**src/rtl/rf_sweep_pkg.sv**
```systemverilog
// Shared definitions for the RF sweep master: default RF geometry, op and state encodings,
// and the per-pair mismatch helper used by the readback check.
package rf_sweep_pkg;

    localparam int DEF_DBITS = 32;
    localparam int DEF_REGS  = 16;
    localparam int DEF_AW    = 4;

    typedef enum logic [1:0] {
        OP_DUMP       = 2'b00,
        OP_FILL_CONST = 2'b01,
        OP_FILL_FIB   = 2'b10,
        OP_CHECK_FIB  = 2'b11
    } op_e;

    typedef enum logic [2:0] {
        ST_IDLE  = 3'd0,
        ST_WRITE = 3'd1,
        ST_READ  = 3'd2,
        ST_EMIT0 = 3'd3,
        ST_EMIT1 = 3'd4,
        ST_DONE  = 3'd5
    } state_e;

    function automatic logic [1:0] pair_miss(input logic lo_bad, input logic hi_bad);
        return {1'b0, lo_bad} + {1'b0, hi_bad};
    endfunction

endpackage

```
**src/rtl/rf_sweep_master_if.sv**
```systemverilog
// RF pin set plus dump stream; the sweep master owns the master side, the RF/sink the slave side.
interface rf_sweep_master_if
    import rf_sweep_pkg::*;
#(
    parameter int DBITS = DEF_DBITS,
    parameter int AW    = DEF_AW
);
    logic             WrEn;
    logic [AW-1:0]    RD;
    logic [DBITS-1:0] WrData;
    logic [AW-1:0]    RS1;
    logic [AW-1:0]    RS2;
    logic [DBITS-1:0] out1;
    logic [DBITS-1:0] out2;
    logic             out_valid;
    logic             out_ready;
    logic [DBITS-1:0] out_data;
    logic [AW-1:0]    out_idx;

    modport master (
        output WrEn, RD, WrData, RS1, RS2, out_valid, out_data, out_idx,
        input  out1, out2, out_ready
    );

    modport slave (
        input  WrEn, RD, WrData, RS1, RS2, out_valid, out_data, out_idx,
        output out1, out2, out_ready
    );
endinterface

```
**src/rtl/rf_sweep_master_fib_gen.sv**
```systemverilog
// Fibonacci term generator: holds fib(n) and fib(n+1); step advances by one term, step2 by two.
module fib_gen #(
    parameter int DBITS = 32
) (
    input  logic             CLK,
    input  logic             RESET,
    input  logic             load_i,
    input  logic             step_i,
    input  logic             step2_i,
    output logic [DBITS-1:0] cur_o,
    output logic [DBITS-1:0] nxt_o
);
    logic [DBITS-1:0] a_q, b_q, a_d, b_d;

    // Next term pair selection
    always_comb begin
        a_d = a_q;
        b_d = b_q;
        if (load_i) begin
            a_d = DBITS'(1);
            b_d = DBITS'(1);
        end else if (step2_i) begin
            a_d = a_q + b_q;
            b_d = a_q + b_q + b_q;
        end else if (step_i) begin
            a_d = b_q;
            b_d = a_q + b_q;
        end else begin
            a_d = a_q;
            b_d = b_q;
        end
    end

    // Term registers
    always_ff @(posedge CLK) begin
        if (RESET) begin
            a_q <= DBITS'(1);
            b_q <= DBITS'(1);
        end else begin
            a_q <= a_d;
            b_q <= b_d;
        end
    end

    assign cur_o = a_q;
    assign nxt_o = b_q;
endmodule

```
**src/rtl/rf_sweep_master.sv**
```systemverilog
// Boot/debug sweep engine for a 16x32 register file: constant fill, Fibonacci fill, dump, check.
// Build option: define RF_SWEEP_CHECK_EN to include the CHECK_FIB compare path and err_cnt counter.
module rf_sweep_master
    import rf_sweep_pkg::*;
#(
    parameter int DBITS = DEF_DBITS,
    parameter int REGS  = DEF_REGS,
    parameter int AW    = DEF_AW
) (
    input  logic              CLK,
    input  logic              RESET,
    input  logic              start,
    input  logic [1:0]        op,
    input  logic [DBITS-1:0]  seed,
    output logic              busy,
    output logic              done,
    output logic [4:0]        err_cnt,
    rf_sweep_master_if.master bus
);
    state_e           state_q, state_d;
    op_e              op_q, op_s;
    logic [DBITS-1:0] seed_q, buf0_q, buf1_q;
    logic [AW-1:0]    idx_q;
    logic [4:0]       err_q;
    logic [DBITS-1:0] fib_cur_s, fib_nxt_s;
    logic             accept_s, is_fill_s, last_reg_s, last_pair_s;
    logic [AW-1:0]    pair_lo_s, pair_hi_s;
    logic             wr_en_s, out_valid_s;
    logic [AW-1:0]    rd_s, rs1_s, rs2_s, out_idx_s;
    logic [DBITS-1:0] wr_data_s, out_data_s;

    assign op_s        = op_e'(op);
    assign accept_s    = (state_q == ST_IDLE) && start;
    assign is_fill_s   = (op_s == OP_FILL_CONST) || (op_s == OP_FILL_FIB);
    assign last_reg_s  = (idx_q == AW'(REGS - 1));
    assign last_pair_s = (idx_q == AW'(REGS / 2 - 1));
    // During READ/EMIT idx_q counts register pairs, not registers
    assign pair_lo_s   = {idx_q[AW-2:0], 1'b0};
    assign pair_hi_s   = {idx_q[AW-2:0], 1'b1};

    fib_gen #(.DBITS(DBITS)) u_fib (
        .CLK     (CLK),
        .RESET   (RESET),
        .load_i  (accept_s),
        .step_i  (state_q == ST_WRITE),
        .step2_i ((state_q == ST_READ) && (op_q == OP_CHECK_FIB)),
        .cur_o   (fib_cur_s),
        .nxt_o   (fib_nxt_s)
    );

    // State register
    always_ff @(posedge CLK) begin
        if (RESET) state_q <= ST_IDLE;
        else       state_q <= state_d;
    end

    // Next-state logic
    always_comb begin
        state_d = state_q;
        case (state_q)
            ST_IDLE: begin
                if (start) begin
                    if (is_fill_s) state_d = ST_WRITE;
                    else           state_d = ST_READ;
                end else begin
                    state_d = ST_IDLE;
                end
            end
            ST_WRITE: begin
                if (last_reg_s) state_d = ST_DONE;
                else            state_d = ST_WRITE;
            end
            ST_READ: begin
                if (op_q == OP_DUMP)  state_d = ST_EMIT0;
`ifdef RF_SWEEP_CHECK_EN
                else if (last_pair_s) state_d = ST_DONE;
                else                  state_d = ST_READ;
`else
                else                  state_d = ST_DONE;
`endif
            end
            ST_EMIT0: begin
                if (bus.out_ready) state_d = ST_EMIT1;
                else               state_d = ST_EMIT0;
            end
            ST_EMIT1: begin
                if (!bus.out_ready)   state_d = ST_EMIT1;
                else if (last_pair_s) state_d = ST_DONE;
                else                  state_d = ST_READ;
            end
            ST_DONE: state_d = ST_IDLE;
            default: state_d = ST_IDLE;
        endcase
    end

    // Operation latch, index counter and dump buffer
    always_ff @(posedge CLK) begin
        if (RESET) begin
            op_q   <= OP_DUMP;
            seed_q <= {DBITS{1'b0}};
            idx_q  <= {AW{1'b0}};
            buf0_q <= {DBITS{1'b0}};
            buf1_q <= {DBITS{1'b0}};
        end else begin
            case (state_q)
                ST_IDLE: begin
                    if (start) begin
                        op_q   <= op_s;
                        seed_q <= seed;
                        idx_q  <= {AW{1'b0}};
                    end
                end
                ST_WRITE: idx_q <= idx_q + AW'(1);
                ST_READ: begin
                    if (op_q == OP_DUMP) begin
                        buf0_q <= bus.out1;
                        buf1_q <= bus.out2;
                    end else begin
                        idx_q <= idx_q + AW'(1);
                    end
                end
                ST_EMIT1: begin
                    if (bus.out_ready) idx_q <= idx_q + AW'(1);
                end
                default: begin
                end
            endcase
        end
    end

`ifdef RF_SWEEP_CHECK_EN
    // Mismatch counter, cleared by each accepted start
    always_ff @(posedge CLK) begin
        if (RESET) begin
            err_q <= 5'd0;
        end else if (accept_s) begin
            err_q <= 5'd0;
        end else if ((state_q == ST_READ) && (op_q == OP_CHECK_FIB)) begin
            err_q <= err_q + {3'b000, pair_miss(bus.out1 != fib_cur_s, bus.out2 != fib_nxt_s)};
        end
    end
`else
    logic unused_s;
    assign err_q    = 5'd0;
    assign unused_s = ^fib_nxt_s;
`endif

    // Output decode from registered state
    always_comb begin
        wr_en_s     = 1'b0;
        rd_s        = {AW{1'b0}};
        wr_data_s   = {DBITS{1'b0}};
        rs1_s       = {AW{1'b0}};
        rs2_s       = {AW{1'b0}};
        out_valid_s = 1'b0;
        out_data_s  = {DBITS{1'b0}};
        out_idx_s   = {AW{1'b0}};
        case (state_q)
            ST_WRITE: begin
                wr_en_s = 1'b1;
                rd_s    = idx_q;
                if (op_q == OP_FILL_CONST) wr_data_s = seed_q;
                else                       wr_data_s = fib_cur_s;
            end
            ST_READ: begin
`ifdef RF_SWEEP_CHECK_EN
                rs1_s = pair_lo_s;
                rs2_s = pair_hi_s;
`else
                if (op_q == OP_DUMP) begin
                    rs1_s = pair_lo_s;
                    rs2_s = pair_hi_s;
                end else begin
                    rs1_s = {AW{1'b0}};
                    rs2_s = {AW{1'b0}};
                end
`endif
            end
            ST_EMIT0: begin
                out_valid_s = 1'b1;
                out_data_s  = buf0_q;
                out_idx_s   = pair_lo_s;
            end
            ST_EMIT1: begin
                out_valid_s = 1'b1;
                out_data_s  = buf1_q;
                out_idx_s   = pair_hi_s;
            end
            default: begin
                wr_en_s = 1'b0;
            end
        endcase
    end

    // RESET gates the write strobe so the edge that resets the FSM cannot also commit a write
    assign bus.WrEn      = wr_en_s & ~RESET;
    assign bus.RD        = rd_s;
    assign bus.WrData    = wr_data_s;
    assign bus.RS1       = rs1_s;
    assign bus.RS2       = rs2_s;
    assign bus.out_valid = out_valid_s;
    assign bus.out_data  = out_data_s;
    assign bus.out_idx   = out_idx_s;
    assign busy          = (state_q != ST_IDLE);
    assign done          = (state_q == ST_DONE);
    assign err_cnt       = err_q;
endmodule

```
**src/flat_wrapper.sv**
```systemverilog
// flat-port wrapper written by rule: the top's interface ports become plain ports
module rf_sweep_master_flat import rf_sweep_pkg::*;
#(
    parameter int DBITS = DEF_DBITS,
    parameter int REGS  = DEF_REGS,
    parameter int AW    = DEF_AW
)
  (CLK, RESET, start, op, seed, busy, done, err_cnt, bus_WrEn, bus_RD, bus_WrData, bus_RS1, bus_RS2, bus_out_valid, bus_out_data, bus_out_idx, bus_out1, bus_out2, bus_out_ready);
  rf_sweep_master_if #(.DBITS(DBITS), .AW(AW)) bus_i ();
  input  logic CLK;
  input  logic RESET;
  input  logic start;
  input  logic [1:0] op;
  input  logic [DBITS-1:0] seed;
  output logic busy;
  output logic done;
  output logic [4:0] err_cnt;
  output wire logic [$bits(bus_i.WrEn)-1:0] bus_WrEn;
  output wire logic [$bits(bus_i.RD)-1:0] bus_RD;
  output wire logic [$bits(bus_i.WrData)-1:0] bus_WrData;
  output wire logic [$bits(bus_i.RS1)-1:0] bus_RS1;
  output wire logic [$bits(bus_i.RS2)-1:0] bus_RS2;
  output wire logic [$bits(bus_i.out_valid)-1:0] bus_out_valid;
  output wire logic [$bits(bus_i.out_data)-1:0] bus_out_data;
  output wire logic [$bits(bus_i.out_idx)-1:0] bus_out_idx;
  input wire logic [$bits(bus_i.out1)-1:0] bus_out1;
  input wire logic [$bits(bus_i.out2)-1:0] bus_out2;
  input wire logic [$bits(bus_i.out_ready)-1:0] bus_out_ready;
  assign bus_WrEn = bus_i.WrEn;
  assign bus_RD = bus_i.RD;
  assign bus_WrData = bus_i.WrData;
  assign bus_RS1 = bus_i.RS1;
  assign bus_RS2 = bus_i.RS2;
  assign bus_out_valid = bus_i.out_valid;
  assign bus_out_data = bus_i.out_data;
  assign bus_out_idx = bus_i.out_idx;
  assign bus_i.out1 = bus_out1;
  assign bus_i.out2 = bus_out2;
  assign bus_i.out_ready = bus_out_ready;
  rf_sweep_master #(.DBITS(DBITS), .REGS(REGS), .AW(AW)) u_core (.CLK(CLK), .RESET(RESET), .start(start), .op(op), .seed(seed), .busy(busy), .done(done), .err_cnt(err_cnt), .bus(bus_i));
endmodule
```
**config.mk**
```make
export PLATFORM = sky130hd
export DESIGN_NAME = rf_sweep_master_flat
export DESIGN_NICKNAME = d
export VERILOG_FILES = /design/src/rtl/rf_sweep_pkg.sv /design/src/rtl/rf_sweep_master_if.sv /design/src/rtl/rf_sweep_master_fib_gen.sv /design/src/rtl/rf_sweep_master.sv /design/src/flat_wrapper.sv
export SDC_FILE = /design/constraint.sdc
export NUM_CORES = 1
export LEC_CHECK = 0
export ABC_AREA = 1
export BUFFER_PORTS_ARGS = -buffer_cell sky130_fd_sc_hd__clkbuf_2
export CAP_MARGIN = 10
export CORE_MARGIN = 2
export CORE_UTILIZATION = 58
export DETAILED_ROUTE_END_ITERATION = 7
export GPL_TIMING_DRIVEN = 0
export PLACE_DENSITY = 0.82
export SYNTH_ARGS = -nofsm -noshare
export SYNTH_HDL_FRONTEND = slang
export SYNTH_SLANG_ARGS = --single-unit
```
**constraint.sdc**
```tcl
create_clock -name CLK -period 3.6 [get_ports CLK]
set_input_delay 0.18 -clock CLK [delete_from_list [all_inputs] [get_ports CLK]]
set_output_delay 0.18 -clock CLK [all_outputs]
set_load 0.01 [all_outputs]
```
==> results_dict.tcl, run 1 <==
set metrics [dict create \
    ys_ff_latch 169 \
    rsz0062_at_grt "yes" \
    p_comb_share_pct 28.3 \
    pwr-share-clk_pct 32.7 \
    post_drt_wl_per_cell_um 17.58 \
    seqPwrFrac_pct 39.1 \
    cts_tree "yes" \
    ys_async_sr_fraction_pct 0 \
    crit_path_top_delay_cell "ha_2" \
    grt-ovfl-total 0 \
    setup_viol 0 \
    synth_area_per_cell_um2 6.427 \
    slowest_delay_ps 390 \
    cap_viol_max_count 0 \
    maxSlewViolCount 0 \
    root_buffer "clkbuf_16" \
    dpl.hpwl_um 30940 \
    syn_inst 1782 \
    crit_arrival_ps 3830 \
    synth-edff-count 0 \
    start_util_pct 59.04 \
    drive_above_1_share_pct 20.37 \
    cpMostUsedCell "nand2_1" \
    finClkSkew_ps 15.95 \
    path_max_fanout 4 \
    gp_congestion 1.030 \
    cts_buffers 17 \
    vias 13132 \
    die_y_um 144.5 \
    final.setup.tns_ps 0 \
    cp_data_required_time_ps 3930 \
    p_leak_nw 6.448 \
    netlist_area_um2 11450 \
    vias_per_cell 5.762 \
    io_buffers 184 \
    clock-sinks 169 \
    syn2layout_area_growth_pct 23.31 \
    yosysUniqueCellTypes 53 \
    grt_pass1_wl_um 59650 \
    die_w_um 144.5 \
    netSwitchingPower_mw 2.042 \
    grtUsageTotal_pct 36.89 \
    ant_nets 0 \
    clockBufferDepth 2 \
    relSlewSlack_pct 41.97 \
    first_iter_violations 1273 \
    routed_wl_um 40060 \
    htree_levels 4 \
    start_kind "register" \
    ios 191 \
    grt_max_degree 17 \
    insertion_delay_ps 440 \
    timing.final.crit_share_pct 97.06 \
    synth_warnings 0 \
    worst_slew_pin_slew_ps 870.5 \
    holdWs_ps 7.606 \
    fin_nets 2173 \
    period_needed_ps 3494 \
    drtPass1Iterations 8 \
    yosysSeqAreaShare_pct 29.54 \
    drc_errors 0 \
    fmax_mhz 286.2 \
    intPower_mw 3.695 \
    grt_antenna_before_repair 1 \
    powerDensity_nw_per_um2 406.2 \
    irDropWorstVdd_mv 0.2619 \
    ys.flop_type "dfxtp_1" \
    finalPower_mw 5.737 \
    outcome "finished clean" \
    swShare_pct 35.60 \
    clk_pin_slew_ps 70 \
    core-area_um2 19400 \
    grt_pass1_vias 11906 \
    dieArea_um2 20880 \
    crit_chain "ha_2, nand2_1, nor2_2, inv_1, nor2_4, nand3_1, nand3_1, nor2_1, nor2_2, ha_1, nand2_1, inv_1, nand2_1, nand2_1, nand2_1, nand2_1, a21oi_2, nand2_1, nand2_1, nand3_1, nand2_1, nand3_1, nand2_1, inv_1" \
    num_rows 51 \
    worst_setup_path_end_kind "register" \
    hold_viol_final 0 \
    min_path_type "primary input to register" \
    criticalPathCategory "register to register" \
]
==> synthesized netlist by cell type, drive strengths merged (6+ instances only) <==
library cell | instances | area share [%]
nor3 | 19 | 0.97
a21o | 8 | 0.52
dfxtp | 169 | 30
or2 | 6 | 0.33
nand3 | 77 | 3.4
ha | 68 | 7.4
o21bai | 12 | 0.79
buf | 34 | 1.7
xor2 | 18 | 1.5
xnor2 | 7 | 0.54
a22o | 45 | 3.4
o21ai | 198 | 8.7
nand2 | 357 | 12
nand4 | 8 | 0.49
nor2 | 278 | 9.3
a21oi | 169 | 7.4
clkbuf | 47 | 1.5
a31oi | 25 | 1.4
inv | 197 | 6.5
==> registers in the layout (all words and copies together) (netlist names) <==
register            count
u_core.seed_q          32
u_core.state_q          3
u_core.idx_q            4
u_core.u_fib.cur_o     32
u_core.buf1_q          32
u_core.u_fib.nxt_o     32
u_core.op_q             2
u_core.buf0_q          32
==> kinds of logic (layout without fill, tap and decap cells) <==
group	count (synthesis)	after routing	synth area share (%)
and+or+nand+nor	761	761	27.29
AOI/OAI and AO/OA	477	477	23.56
buffers and inverters	279	505	9.756
DFF	169	169	29.54
adders and majority gates	70	70	7.779
xor gates and xnor gates	25	25	2.043
other	1	7	0.03274
==> metal layers <==
metal  up-vias  wire length, um  GRT usage (%)
li1       6321                -              -
met1      6046            15560          44.32
met2       641            19150          63.93
met3       124             3614          7.020
met4         0             1738          16.61
met5         -                0              0
==> power groups by stage <==
stage	registers [mW]	clock network, mW	logic, mW
after CTS	2.21	1.87	1.50
after detailed placement	2.25	0	1.48
after floorplan	2.20	0	1.03
after global routing	2.26	1.95	1.78
final	2.24	1.87	1.62
after global placement	2.24	0	1.44
==> timing repair <==
item | CTS | global route
pin swaps | 2 | 16
setup buffers | 1 | 6
resized for setup | 18 | 143
endpoints found under the setup margin | 16 | 20
hold buffers | 4 | 0
endpoints found under the hold margin | 4 | 0
==> critical path: cells and delay by family (launching register included) <==
family	cells	cell delay, ps
AO/OA/AOI/OAI	1	210
adder cells (fa/ha/maj)	2	710
AND/OR/NAND/NOR	18	1910
buffers and inverters	3	210
flip-flops	1	370
==> cell type report <==
cell class	count	area (um^2)
multi-input combinational	1339	7664
fill	1681	5276
sequential	169	3410
timing repair buffer	195	1013
inverter	198	743.2
clock buffer	20	446.7
buffer	81	374.1
tap	265	331.6
clock inverter	11	137.6
antenna	1	2.502
==> per-stage QoR <==
step	utilization, %	cell area (um^2)	worst slack, ps	std cells
6_report	72.80	14120	105.9	2279
5_1_grt	72.80	14120	-129.3	2279
4_1_cts	69.27	13440	27.27	2272
3_5_place_dp	65.59	12720	-220.7	2236
3_3_place_gp	65.59	12720	-174.7	2236
2_1_floorplan	-	11470	348.4	1787
==> path summary, 6_finish.rpt <==
kind | from | depth (start not counted) | slack [ps] | endpoint
max | u_core.u_fib.nxt_o[10]$_SDFFE_PP0P_ | 24 | 110 | u_core.u_fib.nxt_o[31]$_SDFFE_PP0P_
min | bus_out1[13] | 3 | 8 | u_core.buf0_q[13]$_SDFFE_PP0P_
max reg2reg | u_core.u_fib.nxt_o[10]$_SDFFE_PP0P_ | 24 | 110 | u_core.u_fib.nxt_o[31]$_SDFFE_PP0P_
min reg2reg | u_core.seed_q[12]$_SDFFE_PP0P_ | 2 | 460 | u_core.seed_q[12]$_SDFFE_PP0P_
==> placed cells by master, fill, tap and decap left out, drive strengths merged, types with 5 or more instances in the layout <==
cell      n
a21boi    5
a21o      8
a21oi   169
a22o     45
a31oi    25
and2      5
buf      41
clkbuf  251
conb      6
dfxtp   169
ha       68
inv     202
nand2   357
nand3    77
nand3b    5
nand4     8
nor2    278
nor3     19
o21ai   198
o21bai   12
or2       6
xnor2     7
xor2     18
No activity file was read; power rests on OpenSTA's default activity.
==> run 2, diff against run 1 <==
--- a/config.mk
+++ b/config.mk
@@ -6,13 +6,12 @@
 export NUM_CORES = 1
 export LEC_CHECK = 0
 export ABC_AREA = 1
-export BUFFER_PORTS_ARGS = -buffer_cell sky130_fd_sc_hd__clkbuf_2
 export CAP_MARGIN = 10
-export CORE_MARGIN = 2
-export CORE_UTILIZATION = 58
+export CORE_MARGIN = 5
+export CORE_UTILIZATION = 45
 export DETAILED_ROUTE_END_ITERATION = 7
+export DONT_BUFFER_PORTS = 1
 export GPL_TIMING_DRIVEN = 0
-export PLACE_DENSITY = 0.82
 export SYNTH_ARGS = -nofsm -noshare
 export SYNTH_HDL_FRONTEND = slang
 export SYNTH_SLANG_ARGS = --single-unit
==> run 2 against run 1 <==
Against the previous run: the flow now finishes with violations (negative hold slack); clock skew down 1.5 ps; clock power hardly changed; sequential power is essentially flat; global-route usage is 8.5 points lower; critical endpoint unchanged; non-clock buffer count decreased by 90; setup slack better by 67 ps.
==> results_dict.tcl, run 2 (same netlist as run 1, synthesis figures left out) <==
set metrics [dict create \
    outcome "finished, violations left" \
    violations "negative hold slack" \
    first_iter_violations 1173 \
    finClkSkew_ps 14.41 \
    powerDensity_nw_per_um2 399.4 \
    cts_tree "yes" \
    clk_pin_slew_ps 80 \
    htree_levels 4 \
    holdWs_ps -12.12 \
    n_fill_cell 2386 \
    setup_ws_ps 172.8 \
    clockBufferDepth 2 \
    irDropWorstVdd_mv 0.3355 \
    drc_errors 0 \
    dpl_worst_slack_ps -333.4 \
    die_w_um 169.5 \
    cap_viol_max_count 0 \
    relSlewSlack_pct 42.59 \
    ant_nets 0 \
    min_path_type "primary input to register" \
    cpMostUsedCell "nand2_1" \
    clock-sinks 169 \
    die_y_um 169.5 \
    dpl.hpwl_um 33110 \
    path_max_fanout 5 \
    io_buffers 0 \
    num_rows 58 \
    syn2layout_area_growth_pct 25.86 \
    drtPass1Iterations 5 \
    final_common_cell "nand2_1" \
    final.setup.tns_ps 0 \
    p_leak_nw 6.018 \
    final_cell_mix "nand2_1 (330), nor2_1 (253), inv_1 (191)" \
    fin_nets 2083 \
    grt_pass1_wl_um 64870 \
    grt_antenna_before_repair 1 \
    period_needed_ps 3427 \
    crit_chain "ha_2, nand2_1, inv_1, nand2_1, nor3_4, nand4_1, nand3_1, nand2_1, nand2_1, ha_2, a21oi_2, nand2_1, nand2_1, nand2_1, a21oi_4, nand2_1, nand2_1, nand3_1, nand2_1, nand3_1, nand2_1, inv_1" \
    hold_viol_final 1 \
    crit_arrival_ps 3770 \
    grt_pass1_vias 12000 \
    maxSlewViolCount 0 \
    vias_per_cell 5.557 \
    final-instance-count-excl-fill 2256 \
    cp_data_required_time_ps 3940 \
    routed_wl_um 43050 \
    setup_viol 0 \
    start_util_pct 45.61 \
    grt_max_degree 19 \
    grtUsageTotal_pct 28.40 \
    crit_path_top_delay_cell "ha_2" \
    root_buffer "clkbuf_16" \
    slowest_delay_ps 390 \
    timing.final.crit_share_pct 95.20 \
    worst_setup_path_end_kind "register" \
    grt-ovfl-total 0 \
    rsz0062_at_grt "yes" \
    worst_slew_pin_slew_ps 858.0 \
    insertion_delay_ps 440 \
    dieArea_um2 28740 \
    fmax_mhz 291.8 \
    placed_area_um2 11880 \
    dp.cells 2117 \
    cts_buffers 17 \
    criticalPathCategory "register to register" \
    final_area_um2 14410 \
    start_kind "register" \
    drive_above_1_share_pct 13.77 \
    core-area_um2 25110 \
    gp_congestion 0.9570 \
    post_drt_wl_per_cell_um 19.08 \
    ios 191 \
    finalPower_mw 5.757 \
    vias 12536 \
]
run 2: changes by cell type in the layout (fill, tap and decap cells not counted), sizes merged:
cell and delta:
inv +2, bufinv -2, clkinv +3, clkbuf -186, dlygate4sd3 +93, buf +1, diode +1
run 2: what timing repair did:
action,CTS,global route
endpoints found under the hold margin,97,0
pin swaps,4,23
setup endpoints to repair,17,20
resized for setup,23,185
cloned,0,0
buffers inserted,1,7
hold buffers,97,0
run 2: worst paths after layout:
path | from | endpoint | slack (ps) | cells past startpoint
setup / recovery | u_core.u_fib.nxt_o[16]$_SDFFE_PP0P_ | u_core.u_fib.nxt_o[31]$_SDFFE_PP0P_ | 170 | 22
hold reg to reg | u_core.seed_q[16]$_SDFFE_PP0P_ | u_core.seed_q[16]$_SDFFE_PP0P_ | 450 | 2
hold / removal | seed[29] | u_core.seed_q[29]$_SDFFE_PP0P_ | -10 | 2
setup reg to reg | u_core.u_fib.nxt_o[16]$_SDFFE_PP0P_ | u_core.u_fib.nxt_o[31]$_SDFFE_PP0P_ | 170 | 22
run 2: power by group:
part | internal (mW) | total (mW) | leakage, nW | switching (mW)
Combinational | 0.593 | 1.66 | 4.35 | 1.07
Clock | 0.929 | 1.85 | 0.278 | 0.921
Sequential | 2.08 | 2.25 | 1.39 | 0.168
run 2: final cells by class:
type                            instances  area [um^2]  area share, %
Antenna cell                            2        5.005        0.03472
Buffer                                 81        374.1          2.595
Clock buffer                           18        429.2          2.977
Clock inverter                         14        150.1          1.042
Inverter                              198        743.2          5.156
Multi-Input combinational cell       1339         7845          54.43
Sequential cell                       169         3423          23.75
Tap cell                              330        412.9          2.865
Timing Repair Buffer                  105         1031          7.153
run 2: through the flow:
| step | utilization (%) | hold slack, ps |
|---|---|---|
| after CTS | 53.94 | 3.963 |
| after detailed placement | 47.33 | 255.2 |
| final | 57.40 | -12.12 |
| after floorplan | - | 249.1 |
| after global routing | 57.39 | 26.82 |
| after global placement | 47.33 | 253.1 |
run 2: worst max-delay path: cells and delay by family (launching register included):
kind | cells | cell delay, ps
AOI/OAI and AO/OA | 2 | 400
adders and majority gates | 2 | 740
buffers and inverters | 2 | 90
DFF | 1 | 360
and+or+nand+nor | 16 | 1730
run 2: layer usage:
metal | vias up | global-route usage [%] | wire, um
li1 | 6136 | - | -
met1 | 5809 | 35.70 | 18170
met2 | 507 | 50.40 | 20700
met3 | 84 | 4.146 | 2909
met4 | 0 | 8.610 | 1272
met5 | - | 0 | 0
==> run 3, diff against run 2 <==
--- a/config.mk
+++ b/config.mk
@@ -12,6 +12,7 @@
 export DETAILED_ROUTE_END_ITERATION = 7
 export DONT_BUFFER_PORTS = 1
 export GPL_TIMING_DRIVEN = 0
+export HOLD_SLACK_MARGIN = 0.03
 export SYNTH_ARGS = -nofsm -noshare
 export SYNTH_HDL_FRONTEND = slang
 export SYNTH_SLANG_ARGS = --single-unit
==> run 3 against run 2 <==
Against the previous run: the flow now finishes without violations; combinational power hardly changed; critical path type unchanged; critical endpoint is now u_core.u_fib.nxt_o[22]$_SDFFE_PP0P_; via count is 0.44% higher; final cell count is 0.13% higher; highest routed layer unchanged; register-to-register slack worse by 30 ps.
==> results_dict.tcl, run 3 (same netlist as run 1, synthesis figures left out) <==
set metrics [dict create \
    outcome "finished clean" \
    final_area_um2 14450 \
    cts_tree "yes" \
    finalPower_mw 5.761 \
    die_y_um 169.5 \
    crit_path_top_delay_cell "ha_2" \
    vias_per_cell 5.574 \
    root_buffer "clkbuf_16" \
    irDropWorstVdd_mv 0.3345 \
    critPathTopFamily "simple AND/OR/NAND/NOR gates" \
    hold_viol_final 0 \
    final_common_cell "nand2_1" \
    grtUsageTotal_pct 28.43 \
    period_needed_ps 3457 \
    grt_antenna_before_repair 1 \
    start_kind "register" \
    path_max_fanout 5 \
    p_leak_nw 6.034 \
    rsz0062_at_grt "yes" \
    drc_errors 0 \
    start_util_pct 45.61 \
    ios 191 \
    fin_nets 2087 \
    worst_slew_pin_slew_ps 870.6 \
    maxSlewViolCount 0 \
    finClkSkew_ps 14.21 \
    num_rows 58 \
    grt_max_degree 19 \
    setup_viol 0 \
    ant_nets 0 \
    powerDensity_nw_per_um2 398.6 \
    cp_data_required_time_ps 3940 \
    dieArea_um2 28740 \
    insertion_delay_ps 440 \
    cap_viol_max_count 0 \
    grt-ovfl-total 0 \
    min_path_type "primary input to register" \
    n_fill_cell 2385 \
    io_buffers 0 \
    placed_area_um2 11880 \
    critPathBufInv 3 \
    post_drt_wl_per_cell_um 19.15 \
    syn2layout_area_growth_pct 26.19 \
    regToRegSetupSlack_ps 140 \
    core-area_um2 25110 \
    gp_congestion 0.9570 \
    crit_chain "ha_2, nand2_1, inv_1, nand2_1, nor3_4, nand4_1, nand4_1, nand2_1, ha_2, inv_1, nor3_4, nand2_1, nor2_1, nand2_1, nand3_1, nand2_1, nand3_1, nand3_1, nand2_1, inv_1" \
    slowest_delay_ps 430 \
    clk_pin_slew_ps 70 \
    timing.final.crit_share_pct 96.03 \
    cts_buffers 17 \
    worst_setup_path_end_kind "register" \
    relSlewSlack_pct 41.75 \
    fmax_mhz 289.3 \
    htree_levels 4 \
    criticalPathCategory "register to register" \
    clock-sinks 169 \
    grt_pass1_vias 12063 \
    drtPass1Iterations 5 \
    die_w_um 169.5 \
    drive_above_1_share_pct 13.74 \
    crit_arrival_ps 3790 \
    final_cell_mix "nand2_1 (330), nor2_1 (253), inv_1 (191)" \
    dpl.hpwl_um 33110 \
    routed_wl_um 43260 \
    grt_pass1_wl_um 64930 \
    clockBufferDepth 2 \
    vias 12591 \
    first_iter_violations 1078 \
    cpMostUsedCell "nand2_1" \
]
==> run 3: layer usage <==
metal | up-vias | GRT usage [%] | wire length [um]
li1 | 6144 | - | -
met3 | 84 | 4.146 | 2793
met1 | 5853 | 35.65 | 18360
met2 | 510 | 50.36 | 20830
met4 | 0 | 8.995 | 1274
met5 | - | 0 | 0
==> run 3: through the flow <==
step	setup WS (ps)	util (%)	hold slack [ps]	instances	setup TNS, ps
finish	142.8	57.55	49.70	2259	0
global route	-98.09	57.55	68.98	2259	-347.3
CTS	5.258	54.10	40.16	2251	0
detailed placement	-333.4	47.33	255.2	2117	-3372
global placement	-347.5	47.33	253.1	2117	-3243
floorplan	348.4	-	249.1	1787	0
==> run 3: repair_timing <==
item                       4_1_cts  5_1_grt
setup endpoints to repair       17       20
pin swaps                        4       23
resized for setup               23      185
cloned                           0        0
hold buffers                   101        0
buffers inserted                 1        7
hold endpoints to repair       101        0
==> run 3: worst paths after layout <==
kind / from / endpoint / cells after the start
hold / removal: bus_out_ready / u_core.state_q[0]$_SDFF_PP0_ / 3
setup reg to reg: u_core.u_fib.nxt_o[16]$_SDFFE_PP0P_ / u_core.u_fib.nxt_o[22]$_SDFFE_PP0P_ / 20
hold reg to reg: u_core.seed_q[16]$_SDFFE_PP0P_ / u_core.seed_q[16]$_SDFFE_PP0P_ / 2
setup / recovery: u_core.u_fib.nxt_o[16]$_SDFFE_PP0P_ / u_core.u_fib.nxt_o[22]$_SDFFE_PP0P_ / 20
==> run 3: area by class of cell <==
cell class              instances  area, um^2  area share [%]
diodes                          1       2.502         0.01732
plain buffers                  81       374.1           2.589
clock buffers                  18       429.2           2.970
clock inverters                14       150.1           1.039
inverters                     198       743.2           5.143
multi-input cells            1339        7845           54.29
flip-flops and latches        169        3423           23.69
well taps                     330       412.9           2.857
repair buffers                109        1071           7.411
==> run 3: power breakdown <==
group | total [mW] | internal (mW) | switching [mW]
sequential | 2.25 | 2.08 | 0.169
clock | 1.85 | 0.929 | 0.918
combinational | 1.67 | 0.596 | 1.07
total | 5.76 | 3.60 | 2.16
==> run 3: worst min-delay path, stage by stage <==
cell and delay (ps):
nor2_1 30, o21ai_0 170, inv_1 50
